[config.mk]
export PLATFORM = sky130hd
export DESIGN_NAME = priority_resolver
export DESIGN_NICKNAME = d
export VERILOG_FILES = /design/src/rtl/pic_pkg.sv /design/src/rtl/rot_priority_encoder.sv /design/src/rtl/priority_resolver.sv
export SDC_FILE = /design/constraint.sdc
export NUM_CORES = 1
export LEC_CHECK = 0
export ABC_AREA = 0
export CAP_MARGIN = 40
export CORE_MARGIN = 8
export CORE_UTILIZATION = 62
export CTS_CLUSTER_DIAMETER = 30
export DETAILED_ROUTE_END_ITERATION = 6
export PLACE_DENSITY = 0.88
export SYNTH_ARGS = -nofsm -noshare
export SYNTH_HDL_FRONTEND = slang
export SYNTH_SLANG_ARGS = --single-unit
[constraint.sdc]
create_clock -name clk -period 16.5 [get_ports clk]
set_input_delay 1.65 -clock clk [delete_from_list [all_inputs] [get_ports clk]]
set_output_delay 1.65 -clock clk [all_outputs]
set_load 0.01 [all_outputs]
[src/rtl/pic_pkg.sv]
// Shared constants and priority arithmetic for the 8259-style interrupt priority resolver.
package pic_pkg;

  localparam int NUM_IR = 8;
  localparam int IR_W = 3;
  localparam logic [IR_W-1:0] LOWEST_PRIO_RESET = 3'd7;

  // IR index visited at step k (0 = highest priority) of the cyclic search after lowest_prio.
  function automatic logic [IR_W-1:0] rot_index(input logic [IR_W-1:0] lowest_prio, input int k);
    return lowest_prio + 3'(k) + 3'd1;
  endfunction

  // Position of an IR in the current priority order: 0 is highest, 7 is lowest_prio itself.
  function automatic logic [IR_W-1:0] prio_rank(input logic [IR_W-1:0] idx, input logic [IR_W-1:0] lowest_prio);
    return idx - lowest_prio - 3'd1;
  endfunction

endpackage

[src/rtl/rot_priority_encoder.sv]
// Combinational find-first over an 8-bit vector, scanning cyclically from the IR just above lowest_prio.
module rot_priority_encoder
  import pic_pkg::*;
(
  input  logic [NUM_IR-1:0] vec,
  input  logic [IR_W-1:0]   lowest_prio,
  output logic [IR_W-1:0]   idx,
  output logic              found
);

  always_comb begin
    idx = '0;
    found = 1'b0;
    for (int k = 0; k < NUM_IR; k++) begin
      if (!found && vec[rot_index(lowest_prio, k)]) begin
        found = 1'b1;
        idx = rot_index(lowest_prio, k);
      end
    end
  end

endmodule

[src/rtl/priority_resolver.sv]
// Selects the highest-priority unmasked request that may preempt the in-service set; owns ISR and rotation pointer.
module priority_resolver
  import pic_pkg::*;
(
  input  logic              clk,
  input  logic              reset,
  input  logic [NUM_IR-1:0] IRR,
  input  logic [NUM_IR-1:0] IMR,
  input  logic              auto_rotate,
  input  logic              int_ack,
  input  logic              eoi,
  output logic [IR_W-1:0]   chosen_interrupt,
  output logic              int_valid,
  output logic [NUM_IR-1:0] ISR
);

  logic [IR_W-1:0]   lowest_prio;
  logic [NUM_IR-1:0] pending;
  logic [NUM_IR-1:0] isr_next;
  logic [IR_W-1:0]   req_idx;
  logic [IR_W-1:0]   isr_idx;
  logic              req_found;
  logic              isr_found;
  logic              req_valid;
  logic              eoi_hit;

  assign pending = IRR & ~IMR;

  rot_priority_encoder u_req_enc (
    .vec         (pending),
    .lowest_prio (lowest_prio),
    .idx         (req_idx),
    .found       (req_found)
  );

  rot_priority_encoder u_isr_enc (
    .vec         (ISR),
    .lowest_prio (lowest_prio),
    .idx         (isr_idx),
    .found       (isr_found)
  );

  // A request at the same level as the top in-service bit must not re-enter.
  assign req_valid = req_found &&
                     (!isr_found || (prio_rank(req_idx, lowest_prio) < prio_rank(isr_idx, lowest_prio)));

  assign eoi_hit = eoi && isr_found;

  // Clear before set so a same-cycle ack of the bit being retired keeps it in service.
  always_comb begin
    isr_next = ISR;
    if (eoi_hit) isr_next[isr_idx] = 1'b0;
    if (int_ack && int_valid) isr_next[chosen_interrupt] = 1'b1;
  end

  always_ff @(posedge clk or posedge reset) begin
    if (reset) begin
      chosen_interrupt <= '0;
      int_valid        <= 1'b0;
      ISR              <= '0;
      lowest_prio      <= LOWEST_PRIO_RESET;
    end else begin
      chosen_interrupt <= req_valid ? req_idx : '0;
      int_valid        <= req_valid;
      ISR              <= isr_next;
      if (eoi_hit && auto_rotate) lowest_prio <= isr_idx;
    end
  end

endmodule

==> summary.md <==
| Metric | Value |
|---|---|
| Hold/Removal Path Class | flip-flop to flip-flop |
| Multi-input combinational cell area | 2100 sq um |
| Critical Path Sink Type | flip-flop |
| CP Data Arrival Time | 6.56 ns |
| First-pass GRT wire length | 13100 um |
| FMAX | 157 MHz |
| CP peak stage delay | 1.05 ns |
| DRC Markers | 0 |
| Die Area | 6550 sq um |
| Worst-path cell chain | inv_2 -> ha_1 -> buf_16 -> mux4_2 -> nor4_1 -> o41ai_1 -> or3_1 -> nor3b_1 -> nor2_1 -> a21oi_1 -> ha_1 -> fa_1 -> inv_1 -> ha_1 -> a21o_1 -> a21oi_1 -> o22ai_1 -> inv_1 -> and2_1 |
| Clock Skew | 0.00239 ns |
| Max-slew headroom | 40.8% |
| Cell taking the most area after synthesis | mux4_2 |
| Crit Path Max Fanout | 32 |
| Buffers on Ports | 32 |
| Post-Route WL | 7790 um |
| Chip Width | 80.9 um |
| Post_cts resized | 0 |
| Largest net degree at the start of global routing | 33 |
| Num CTS Buffers | 3 |
| Most common cell in the netlist | mux2i_1 |
| Reg-to-reg startpoint | lowest_prio[0] |
| HPWL Detailed | 5870 um |
| Core ar. | 4030 sq um |
| IO Count | 33 |
| Worst Tran Pin Value | 0.882 ns |
| Layout cells sized above 1 | 13.7% |
| Syn Inst Count | 292 |
| Clock slew at the register clock pins of the worst setup and hold paths | 0.07 ns |
| Initial antenna violation count | 0 |
| Post-synthesis sequential area ratio | 14.5% |
| Hold Fails Final Rpt | 0 |
| Ys flop type | dfrtp_1 |
| Register area | 379 sq um |
| Post-DRT Antenna Nets | 0 |
| Area Overhead vs Synth | 14.9% |
| Htree depth | 1 |
| Number of flops mapped to enable cells by yosys | 0 |
| Fillers | 328 |
| Worst path required time | 16.70 ns |
| Layout Nets | 344 |
| Critical-path top delay cell | dfstp_2 |
| Clk sinks | 15 |
| Dominant cells by area after synthesis | mux4_2, mux2i_1, dfrtp_1, a21oi_1, nand2b_1 |
| Commonest cells in the synthesized netlist | mux2i_1, a21oi_1, mux4_2 |
| Status | finished clean |
| GRT Residual Overflow | 0 |
| Vias | 2593 |
| Top cell family by delay on the critical path | adder cells |
| CP Launch Point | lowest_prio[0] |
| CP Class | flip-flop to flip-flop |
| Diode count | 0 |
| CP Launch Type | flip-flop |
| Synth cell types | 60 |
| Mean area per synthesized cell | 8.95 sq um |
| Initial DRC Count | 272 |
| Setup slack, reg-to-reg | 10.14 ns |
| Rows | 23 |
| Final setup fails | 0 |
| Cell area after synthesis | 2610 sq um |
| Max-slew violations | 0 |
| Die Ht | 80.9 um |
| Register bit total from synthesis | 15 |
| Tot GR Track Use | 25.0% |
| DR pass1 iterations | 4 |
| Count of buffer and inverter cells on the critical path | 4 |
| Max-cap violations | 0 |
| RSZ-0062 raised after global routing | false |
| RePlAce Congestion | 0.959 |
| Wire per inst | 21.5 um |
| Setup Fix Bufs, Post-CTS | 0 |
| Asr flop ratio synth | 100% |
| Vias in the first global route | 2682 |
| Initial core utilization | 64.8% |
| Final setup TNS | 0 ns |
| Root Buffer | clkbuf_8 |
| Synth Warn # | 0 |
| Min Tclk post-route | 6.36 ns |
| Final Cycle Share | 38.6% |
| Post-synth top area share | 18.1% |
| Syn Nets | 322 |
| Hold path start | chosen_interrupt[1] |
| CTS tree | done |
| Hold Buf Count CTS | 0 |
| Vias per cell | 7.14 |
| Most common cell on crit path | ha_1 |
| Clock buffer depth | 2 |
| Worst-Skew Late Latency | 0.25 ns |
==> layer usage <==
layer	vias to the layer above	GRT usage [%]	part of all wire, %
li1	1175	-	-
met5	-	0	0
met1	1230	30.5	40
met4	0	11.6	3.7
met3	27	4.75	8.2
met2	161	41.9	48
==> sequential cells by signal, summed over array words and instances, names as in the netlist <==
signal            cells
int_valid             1
lowest_prio           3
ISR                   8
chosen_interrupt      3
==> logic make-up (layout without fill, tap and decap cells) <==
logic type	Yosys count	after routing	synth area share, %
mux	55	55	31.3
flops	15	15	14.5
compound gates	75	75	19.3
simple gates	99	99	21.8
xor+xnor	7	7	3.16
buf+inv	32	53	5.03
fa+ha+maj	9	9	4.88
==> layout by cell type (no fill, tap or decap), types with 12 or more instances in the layout <==
cell             count
clkdlybuf4s50_1     32
mux2i_1             31
a21oi_1             24
mux4_2              21
nand2_1             16
nor2_1              15
nand2b_1            15
inv_1               13
dfrtp_1             12
nor2b_1             12
==> final timing paths <==
| kind | to | depth (start not counted) |
|---|---|---|
| max | chosen_interrupt[1] | 19 |
| min | ISR[4] | 1 |
| max reg2reg | chosen_interrupt[1] | 19 |
| min reg2reg | ISR[4] | 1 |
| max in group asynchronous | lowest_prio[2] | 2 |
| min in group asynchronous | chosen_interrupt[0] | 2 |
==> final cells by class <==
class / instances / share of cell area [%]
Multi-Input combinational cell: 245 / 70.0
Sequential cell: 15 / 12.6
Timing Repair Buffer: 34 / 11.8
Tap cell: 50 / 2.08
Inverter: 15 / 1.88
Clock buffer: 3 / 1.38
Clock inverter: 1 / 0.167
==> metrics by stage <==
step | setup WS (ns) | instances | hold WS (ns) | cell area (sq um) | util [%]
2_1_floorplan | 11.32 | 292 | 0.590 | 2610 | -
3_3_place_gp | 10.03 | 357 | 0.610 | 2920 | 72.5
3_5_place_dp | 10.30 | 359 | 0.615 | 2960 | 73.4
4_1_cts | 10.23 | 363 | 0.623 | 3000 | 74.5
5_1_grt | 9.62 | 363 | 0.656 | 3000 | 74.5
6_report | 10.14 | 363 | 0.635 | 3000 | 74.5
Power is left out: the tool's default activity adds up to more than one toggle a clock period on the data nets, which glitch-free logic cannot reach.
